## config.mk

```make
export PLATFORM = sky130hd
export DESIGN_NAME = shift_rotate_unit
export DESIGN_NICKNAME = d
export VERILOG_FILES = /design/src/rtl/shift_rotate_unit.sv
export SDC_FILE = /design/constraint.sdc
export NUM_CORES = 1
export LEC_CHECK = 0
export CELL_PAD_IN_SITES_DETAIL_PLACEMENT = 0
export CELL_PAD_IN_SITES_GLOBAL_PLACEMENT = 2
export CORE_AREA = 5 5 154 127
export CTS_CLUSTER_DIAMETER = 150
export DETAILED_ROUTE_END_ITERATION = 12
export DIE_AREA = 0 0 159 132
export DONT_BUFFER_PORTS = 1
export HOLD_SLACK_MARGIN = 0.1
export PLACE_DENSITY_LB_ADDON = 0.2
export SLEW_MARGIN = 20
export SYNTH_ARGS = -nofsm -noshare
export SYNTH_HDL_FRONTEND = slang
export SYNTH_SLANG_ARGS = --single-unit
```

## constraint.sdc

```tcl
create_clock -name clk -period 3.1 [get_ports clk]
set_input_delay 0.31 -clock clk [delete_from_list [all_inputs] [get_ports clk]]
set_output_delay 0.31 -clock clk [all_outputs]
set_load 0.005 [all_outputs]
```

## src/rtl/shift_rotate_unit.sv

```systemverilog
// shift_rotate_unit: valid/ready shift/rotate engine (ROR/ROL/LSR/LSL/ASR) with carry and zero flags.
// SHIFT_ROTATE_PIPELINE_EN: SHW-stage logarithmic barrel (latency SHW); undefined: single-cycle shifter (latency 1).
module shift_rotate_unit #(
    parameter int WIDTH = 16,
    localparam int SHW = $clog2(WIDTH)
) (
    input  logic             clk,
    input  logic             rst,
    input  logic             in_valid,
    output logic             in_ready,
    input  logic [WIDTH-1:0] in_data,
    input  logic [SHW-1:0]   in_amt,
    input  logic [2:0]       in_op,
    output logic             out_valid,
    input  logic             out_ready,
    output logic [WIDTH-1:0] out_data,
    output logic             out_carry,
    output logic             out_zero
);
    logic           adv;
    logic           right;
    logic           rsvd;
    logic           carry_in;
    logic [SHW-1:0] idx_r;
    logic [SHW-1:0] idx_l;

    function automatic logic [WIDTH-1:0] sh(input logic [WIDTH-1:0] d, input logic [2:0] op, input logic [SHW-1:0] n);
        logic signed [WIDTH-1:0] a;
        a = $signed(d) >>> n;
        return op == 3'd0 ? (d >> n) | (d << (WIDTH - int'(n))) :
               op == 3'd1 ? (d << n) | (d >> (WIDTH - int'(n))) :
               op == 3'd2 ? d >> n :
               op == 3'd3 ? d << n :
               op == 3'd4 ? a : d;
    endfunction

    assign adv      = !out_valid || out_ready;
    assign in_ready = adv;

    // Carry comes from the original operand at acceptance and rides along with the op.
    always_comb begin
        right    = in_op == 3'd0 || in_op == 3'd2 || in_op == 3'd4;
        rsvd     = in_op > 3'd4;
        idx_r    = in_amt - SHW'(1);
        idx_l    = '0 - in_amt;
        carry_in = (in_amt == '0 || rsvd) ? 1'b0 : right ? in_data[idx_r] : in_data[idx_l];
    end

`ifdef SHIFT_ROTATE_PIPELINE_EN
    logic [SHW-1:0][WIDTH-1:0] dat_d, dat_q;
    logic [SHW-1:0][2:0]       op_d, op_q;
    logic [SHW-1:0][SHW-1:0]   amt_d, amt_q;
    logic [SHW-1:0]            carry_d, carry_q;
    logic [SHW-1:0]            valid_d, valid_q;
    logic                      zero_d, zero_q;

    // Stage k applies a 2^k step when amount bit k is set; all stages move together on adv.
    always_comb begin
        dat_d[0]   = adv ? sh(in_data, in_op, in_amt[0] ? SHW'(1) : '0) : dat_q[0];
        op_d[0]    = adv ? in_op : op_q[0];
        amt_d[0]   = adv ? in_amt : amt_q[0];
        carry_d[0] = adv ? carry_in : carry_q[0];
        valid_d[0] = adv ? in_valid : valid_q[0];
        for (int k = 1; k < SHW; k++) begin
            dat_d[k]   = adv ? sh(dat_q[k-1], op_q[k-1], amt_q[k-1][k] ? SHW'(1 << k) : '0) : dat_q[k];
            op_d[k]    = adv ? op_q[k-1] : op_q[k];
            amt_d[k]   = adv ? amt_q[k-1] : amt_q[k];
            carry_d[k] = adv ? carry_q[k-1] : carry_q[k];
            valid_d[k] = adv ? valid_q[k-1] : valid_q[k];
        end
        zero_d = dat_d[SHW-1] == '0;
    end

    // Pipeline registers; reset flushes every stage.
    always_ff @(posedge clk) begin
        if (rst) begin
            dat_q   <= '0;
            op_q    <= '0;
            amt_q   <= '0;
            carry_q <= '0;
            valid_q <= '0;
            zero_q  <= 1'b0;
        end else begin
            dat_q   <= dat_d;
            op_q    <= op_d;
            amt_q   <= amt_d;
            carry_q <= carry_d;
            valid_q <= valid_d;
            zero_q  <= zero_d;
        end
    end

    assign out_valid = valid_q[SHW-1];
    assign out_data  = dat_q[SHW-1];
    assign out_carry = carry_q[SHW-1];
    assign out_zero  = zero_q;
`else
    logic [WIDTH-1:0] dat_d, dat_q;
    logic             carry_d, carry_q;
    logic             valid_d, valid_q;
    logic             zero_d, zero_q;

    // Full shift in one cycle, captured in the output register on adv.
    always_comb begin
        dat_d   = adv ? sh(in_data, in_op, in_amt) : dat_q;
        carry_d = adv ? carry_in : carry_q;
        valid_d = adv ? in_valid : valid_q;
        zero_d  = dat_d == '0;
    end

    // Output register.
    always_ff @(posedge clk) begin
        if (rst) begin
            dat_q   <= '0;
            carry_q <= 1'b0;
            valid_q <= 1'b0;
            zero_q  <= 1'b0;
        end else begin
            dat_q   <= dat_d;
            carry_q <= carry_d;
            valid_q <= valid_d;
            zero_q  <= zero_d;
        end
    end

    assign out_valid = valid_q;
    assign out_data  = dat_q;
    assign out_carry = carry_q;
    assign out_zero  = zero_q;
`endif
endmodule

```

# [After elaboration in Yosys (flattened, before gate mapping)]
# Index checks and enable logic that the tools add are counted.
[totals] ff_bits=19 inputBits=27 out_inout_bits=20 wordCells=41
[classes] addsub=3 n_lt_le_gt_ge=3 eq_ne=4 shift=5 mux=12 bitwise=2 reduce_logical=8
[op_table] operator="16-bit 2-to-1 mux" count=6
[op_table] operator="16-bit OR" count=2
[op_table] operator="16-bit by 32-bit << shifter with 16-bit output" count=1
[op_table] operator="16-bit by 32-bit right shift with 16-bit output" count=1
[op_table] operator="16-bit logical NOT" count=1
[op_table] operator="16-bit by 4-bit << shifter with 16-bit output" count=1
[op_table] operator="16-bit by 4-bit right shift with 16-bit output" count=1
[op_table] operator="16-bit by 4-bit >>> shifter with 16-bit output" count=1
[op_table] operator="4-bit by 5-bit less-than comparator with 1-bit output (second input constant)" count=2
[op_table] operator="1-bit binary-select mux with 4-bit select" count=2
[op_table] operator="3-bit by 2-bit equality test with 1-bit output (second input constant)" count=2
[op_table] operator="5-bit by 4-bit subtractor with 6-bit output (first input constant)" count=1
[op_table] operator="4-bit logical NOT" count=1
[op_table] operator="1-bit logical OR" count=4
[op_table] operator="1-bit 2-to-1 mux" count=4
[op_table] operator="1-bit by 4-bit subtractor with 4-bit output (first input constant)" count=1
[op_table] operator="4-bit by 1-bit subtractor with 4-bit output (second input constant)" count=1
[op_table] operator="3-bit by 1-bit equality test with 1-bit output (second input constant)" count=1
[op_table] operator="3-bit equality test (second input constant)" count=1
[op_table] operator="3-bit greater-than comparator (second input constant)" count=1
[op_table] operator="3-bit logical NOT" count=1
[op_table] operator="1-bit logical NOT" count=1

# [Depth between registers and ports, before layout]
# Gate-level depths: netlist of run 1.
[logic_depth] ltp_word=8 depth_mapped=18 ltp_nobuf=10

# [Worst setup path after synthesis of run 1]
# Ideal clock, no wire load.
[synth_path] path_kind="input -> register" from="in in_amt[0]" to="reg zero_q (netlist: out_zero)" setup_ns=0.073 arrival_time_ns=3.280 required_time_ns=3.027 setup_slack_ns=-0.253 stages=16 n_path_buf=7 cell_sequence="buf_4 inv_2 buf_2 buf_2 ha_1 buf_6 buf_12 buf_12 buf_8 mux2_4 mux4_2 a211oi_2 o21ai_1 o221ai_2 nand4_1 nor3_2"
[synth_between] elab_chain_cells=8 word_cells_on_any_way=15 classes_between="add/sub (1); shift (5); mux (6); bitwise (2); reduce/logical (1)"
[synth_rtl] element="start: declaration" line="12" source="input logic [SHW-1:0] in_amt,"
[synth_rtl] element="parallel branches: the longest is 5 deep, another holds 5-bit by 4-bit subtractor with 6-bit output"
[synth_rtl] element="16-bit 2-to-1 mux *" line="30" source="return op == 3'd0 ? (d >> n) | (d << (WIDTH - int'(n))) :"
[synth_rtl] element="16-bit 2-to-1 mux *" line="105" source="dat_d = adv ? sh(in_data, in_op, in_amt) : dat_q;"
[synth_rtl] element="16-bit logical NOT *" line="108" source="zero_d = dat_d == '0;"
[synth_rtl] element="end signal: assignment" line="122" source="zero_q <= zero_d;"
[synth_rtl] element="end: declaration" line="101" source="logic zero_d, zero_q;"
# Every way passes the cells marked *.
# A chain may end at the register's enable or synchronous reset.

# [Worst setup path in the final report of run 1]
[layout_path] from="in in_amt[1]" to="reg zero_q (netlist: out_zero)"
# Same word-level chain as after synthesis.

==> results.ini, run 1 <==
[floorplanning]
dieWidth_um=159
row_count=44
die_h_um=132
core-area_sq_mm=0.0178
io_pins=47
start_util=0.295
dieArea_sq_mm=0.0210

[power_and_ir_drop]
switching_share=0.427
ir_drop_uv=172
power.leakage_uw=0.00193
clockPowerShare=0.186
combPwrFrac=0.613
power_frac_seq=0.201
internal_power_uw=842
power_uw=1470
switchingPower_uw=628
p_per_area_mw_per_mm2=269

[logic_synthesis]
synth_area_per_cell_sq_um=7.79
syn-num-nets=701
synthFlopType=dfxtp_1
yosysSeqAreaShare=0.0726
synth_edf_count=0
yosysWarnings=0
synth_area_sq_mm=0.00524
yosysTopAreaCell=mux4_2
synthTopCellsByArea=mux4_2 14%, mux2i_1 11%, dfxtp_1 7.3%, mux2_2 6.7%, a21oi_1 4.6%
synth_common_cells=58 x nor2_1, 57 x mux2i_1, 56 x nand2_1, 48 x a21oi_1, 41 x clkbuf_1
synth_cell_types=84
synthCells=673
yosysTopAreaCellShare=0.142
ys_ff_latch=19
synthArstFlopShare=0
synth.most_common_cell=nor2_1

[clock_tree]
cts_setup_buffers=0
clockBufferDepth=2
cts_buffers=3
worst_skew_pair.late_latency_ps=260
cts_tree=yes
cts_sinks=19
root_buffer=clkbuf_16
cts_max_level=1
clk_pin_slew_ps=60

[cells_and_area]
drive_above_1_share=0.200
final_cells=860
syn2layout_area_growth_pct=4.13
final_util=0.307
final_nets=659
n_fill_cell=1958
fin_area_sq_mm=0.00546
antenna_cells=0

[status]
status=complete, no violations

[setup_path]
end_kind=register
cp_top_family=XOR/XNOR gates
worst-path-buf-inv=2
cp_data_arrival_time_ps=2920
cp_slowest_cell=xnor2_2
cp_max_fo=70
crit_type=in -> reg
crit_required_ps=3250
crit_chain=inv_1, ha_4, xnor2_2, buf_4, mux4_2, o211a_1, a211oi_1, nor3_1, nand4_1, nor3_2
cpPeakStageDelay_ps=600
crit_path_start_kind=primary input

[placed_design]
portBuffers=0
hpwl_mm=19.4
dpl-instance-area_sq_mm=0.00537
globalplace.congestion=1.01
dp_cells=856

[route]
via_count=5955
drc=0
routed_wirelength_mm=26.8
postRouteAntennaNets=0
routed_via_density=6.92
firstDrtPassIters=5
first_iter_violations=916
wire_per_inst_um=31.1

[sta]
drv_slew=0
rsz0062_at_grt=no
hold_slack_ps=122
finalHoldViolations=0
worst_pin_slew_ps=914
finalClockSkew_ps=5.35
fmax_ghz=0.361
finalSetupViolCount=0
finalCriticalPeriod_ps=2770
fin_crit_sh=0.894
slew_headroom=0.389

[hold_path]
hold_class=in -> reg

[run]
maxCapViolCount=0

[global_routing]
grt_max_degree=72
grt.overflow.total=0
grt_pass1_wl_mm=39.7
track_usage=0.242
grt_pass1_vias=5676
antenna_found_initial=0

==> path summary, 6_finish.rpt <==
kind / slack, ps / endpoint / cells after the start / start
max: 330 / out_zero$_SDFF_PP0_ / 10 / in_amt[1]
min: 120 / out_carry$_SDFFE_PP0N_ / 1 / rst
max reg2reg: 710 / out_zero$_SDFF_PP0_ / 8 / out_valid$_SDFFE_PP0N_
min reg2reg: 470 / out_carry$_SDFFE_PP0N_ / 2 / out_carry$_SDFFE_PP0N_
==> cell families after synthesis <==
family / share of synthesized area
buffers and inverters: 0.0948
adders and majority gates: 0.00239
muxes: 0.325
DFF: 0.0726
and+or+nand+nor: 0.199
xor gates and xnor gates: 0.00835
AOI/OAI and AO/OA: 0.298
==> power by group through the flow <==
stage	Clock, uW	Combinational (uW)	Sequential (uW)
after global routing	287	952	299
final	273	901	296
after CTS	280	873	297
after detailed placement	0	868	303
after global placement	0	882	302
after floorplan	0	719	290
==> what timing repair did <==
action | CTS | global route
hold buffers | 0 | 0
endpoints found under the setup margin | 0 | 1
gates resized for setup | 0 | 1
==> sequential cells by signal, summed over array words and instances, names as in the netlist <==
signal and count:
out_carry 1, out_data 16, out_valid 1, out_zero 1
==> area by class of cell <==
| class | instances | area, sq um | share of cell area |
|---|---|---|---|
| timing repair buffer | 34 | 280 | 0.0513 |
| clock inverter | 1 | 7.51 | 0.00138 |
| sequential | 19 | 380 | 0.0697 |
| inverter | 12 | 50.0 | 0.00917 |
| tap | 230 | 288 | 0.0527 |
| multi-input combinational | 561 | 4380 | 0.802 |
| clock buffer | 3 | 75.1 | 0.0138 |
==> layout by cell type (no fill, tap or decap), types with 6 or more instances in the layout <==
cell type  instances
nor2_1            58
mux2i_1           57
nand2_1           56
a21oi_1           48
mux4_2            33
buf_4             32
mux2_2            31
o21ai_0           31
nor2b_1           19
nor3_1            19
dfxtp_1           19
nand3_1           14
a31oi_1           14
o31ai_1           12
o22ai_1           12
inv_1             11
a211oi_1          11
o211ai_1          11
nand2b_1           9
o221ai_1           6
a311oi_1           6
==> per-layer routing <==
metal | vias up | track usage | share of wire
met1 | 3021 | 0.338 | 0.43
met3 | 67 | 0.0572 | 0.090
met2 | 333 | 0.369 | 0.44
met4 | 0 | 0.0772 | 0.042
met5 | - | 0 | 0
li1 | 2534 | - | -
==> per-stage QoR <==
| step | setup TNS [ps] | setup slack (ps) |
|---|---|---|
| 3_3_place_gp | -53.3 | -53.3 |
| 4_1_cts | 0 | 284 |
| 6_report | 0 | 328 |
| 5_1_grt | 0 | 168 |
| 2_1_floorplan | 0 | 7.69 |
| 3_5_place_dp | 0 | 55.2 |
Note: power is estimated with default switching activity, not from simulation.
==> inputs of run 2 (changes only) <==
- CORE_AREA: 5 5 154 127 -> 5 5 139 141
- DIE_AREA: 0 0 159 132 -> 0 0 144 146
==> run 2 against run 1 <==
Against the previous run:
- worst hold slack improved by 2.2 ps
- clock power shrank 2%
- routed wire length rose by 0.21%
- clock skew decreased by 4.8 ps
- critical path depth up 1
- non-clock buffer count increased by 5
- flip-flop and latch count did not move
- critical path type unchanged
- critical endpoint unchanged
- largest cell class unchanged
- highest routed layer unchanged
==> results.ini, run 2 (synthesis results as in run 1) <==
[global_routing]
grt.overflow.total=0  ; unchanged
track_usage=0.247  ; was 0.242
grt_max_degree=72  ; unchanged
antenna_found_initial=0  ; unchanged
grt_pass1_wl_mm=39.4  ; was 39.7 mm
grt_pass1_vias=5460  ; was 5676

[clock_tree]
root_buffer=clkbuf_16  ; unchanged
cts_sinks=19  ; unchanged
worst_skew_pair.late_latency_ps=250  ; was 260 ps
cts_buffers=3  ; unchanged
ctsHoldBuffers=0  ; unchanged
clk_pin_slew_ps=60  ; about the same
cts_resized=0  ; unchanged
cts_tree=yes  ; unchanged
cts_max_level=1  ; unchanged
cts_setup_buffers=0  ; unchanged
clockBufferDepth=2  ; unchanged

[placed_design]
hpwl_mm=20.1  ; was 19.4 mm
portBuffers=0  ; unchanged
globalplace.congestion=1.02  ; was 1.01

[route]
drc=0  ; unchanged
firstDrtPassIters=5  ; unchanged
wire_per_inst_um=31.1  ; about the same
routed_via_density=6.73  ; was 6.92
routed_wirelength_mm=26.8  ; about the same
via_count=5816  ; was 5955
postRouteAntennaNets=0  ; unchanged
first_iter_violations=721  ; was 916

[floorplanning]
core-area_sq_mm=0.0178  ; about the same
die_h_um=146  ; was 132 um
start_util=0.294  ; was 0.295
io_pins=47  ; unchanged
row_count=49  ; was 44
dieWidth_um=144  ; was 159 um
dieArea_sq_mm=0.0210  ; about the same

[setup_path]
cpPeakStageDelay_ps=660  ; was 600 ps
crit_type=in -> reg  ; unchanged
end_kind=register  ; unchanged
cp_data_arrival_time_ps=2990  ; was 2920 ps
cp_slowest_cell=a2111oi_0  ; was xnor2_2
cp_max_fo=70  ; unchanged
r2r_slack_ps=820  ; was 710 ps
crit_path_start_kind=primary input  ; unchanged
crit_chain=inv_1, ha_2, buf_4, buf_4, or3_1, a32o_1, a21oi_1, a2111oi_0, a311o_1, nand4_1, nor3_2  ; was inv_1, ha_4, xnor2_2, buf_4, mux4_2, o211a_1, a211oi_1, nor3_1, nand4_1, nor3_2
critPathMostFrequentCell=buf_4
crit_required_ps=3280  ; was 3250 ps

[cells_and_area]
antenna_cells=0  ; unchanged
final_cell_mix=58 x nor2_1, 57 x mux2i_1, 56 x nand2_1, 48 x a21oi_1, 39 x buf_4  ; was 58 x nor2_1, 57 x mux2i_1, 56 x nand2_1, 48 x a21oi_1, 33 x mux4_2
final_util=0.306  ; was 0.307
final_nets=664  ; was 659
n_fill_cell=1910  ; was 1958
drive_above_1_share=0.206  ; was 0.200
syn2layout_area_growth_pct=4.10  ; was 4.13%
final_common_cell=nor2_1  ; unchanged
largest_reg_flops=16  ; unchanged

[sta]
rsz0062_at_grt=no  ; unchanged
slew_headroom=0.442  ; was 0.389
finalClockSkew_ps=0.538  ; was 5.35 ps
finalCriticalPeriod_ps=2810  ; was 2770 ps
finalSetupTns_ps=0  ; unchanged
worst_pin_slew_ps=817  ; was 914 ps
drv_slew=0  ; unchanged
fin_crit_sh=0.908  ; was 0.894
fmax_ghz=0.355  ; was 0.361 GHz
finalSetupViolCount=0  ; unchanged
finalHoldViolations=0  ; unchanged

[run]
maxCapViolCount=0  ; unchanged

[status]
status=complete, no violations  ; unchanged

[power_and_ir_drop]
power.leakage_uw=0.00195  ; was 0.00193 uW
ir_drop_uv=263  ; was 172 uV
p_per_area_mw_per_mm2=268  ; was 269 mW/mm^2

[hold_path]
hold_class=in -> reg  ; unchanged

run 2: cell types whose count changed in the layout (fill, tap and decap cells not counted):
| cell | previous run | this run |
|---|---|---|
| ha_2 | 0 | 1 |
| buf_12 | 2 | 0 |
| clkinv_2 | 0 | 1 |
| ha_4 | 1 | 0 |
| buf_4 | 32 | 39 |
| clkinvlp_4 | 1 | 0 |
run 2: path summary, 6_finish.rpt:
check             cells after the start                     end                   start
hold reg to reg                       2  out_carry$_SDFFE_PP0N_  out_carry$_SDFFE_PP0N_
hold / removal                        1  out_valid$_SDFFE_PP0N_                     rst
setup / recovery                     11     out_zero$_SDFF_PP0_               in_amt[1]
setup reg to reg                      9     out_zero$_SDFF_PP0_  out_valid$_SDFFE_PP0N_
run 2: layer usage:
layer	part of all wire	routed length, um	track usage
met5	0	0	0
met4	0.036	973	0.0753
met3	0.064	1730	0.0240
met2	0.46	12400	0.389
met1	0.44	11700	0.356
run 2: critical path: cells and delay by family:
family / cells / cell delay, ps
compound gates: 4 / 1170
fa+ha+maj: 1 / 550
buf+inv: 3 / 530
simple gates: 3 / 420
run 2: cell type report:
class                   count  area, sq um  share of cell area
clock inverters             1         5.00            0.000917
inverters                  12         50.0             0.00917
well taps                 229          287              0.0525
flip-flops and latches     19          380              0.0697
repair buffers             39          293              0.0536
clock buffers               3         75.1              0.0138
multi-input cells         561         4370               0.800
run 2: power breakdown:
group	internal [uW]	switching (uW)	leakage (uW)	total, uW
registers	270	27.3	0.000158	297
clock network	173	93.7	0.0000409	267
logic	397	501	0.00175	898
total	840	622	0.00195	1460
run 2: through the flow:
stage | power (uW) | cell area, sq um | hold slack [ps] | std cells | worst slack, ps
after detailed placement | 1180 | 5380 | 386 | 860 | 86.0
final | 1460 | 5460 | 124 | 864 | 286
after CTS | 1450 | 5460 | 121 | 864 | 329
after global routing | 1540 | 5460 | 114 | 864 | 116
after floorplan | 1010 | 5260 | 431 | 673 | 7.69
after global placement | 1190 | 5380 | 384 | 860 | 160
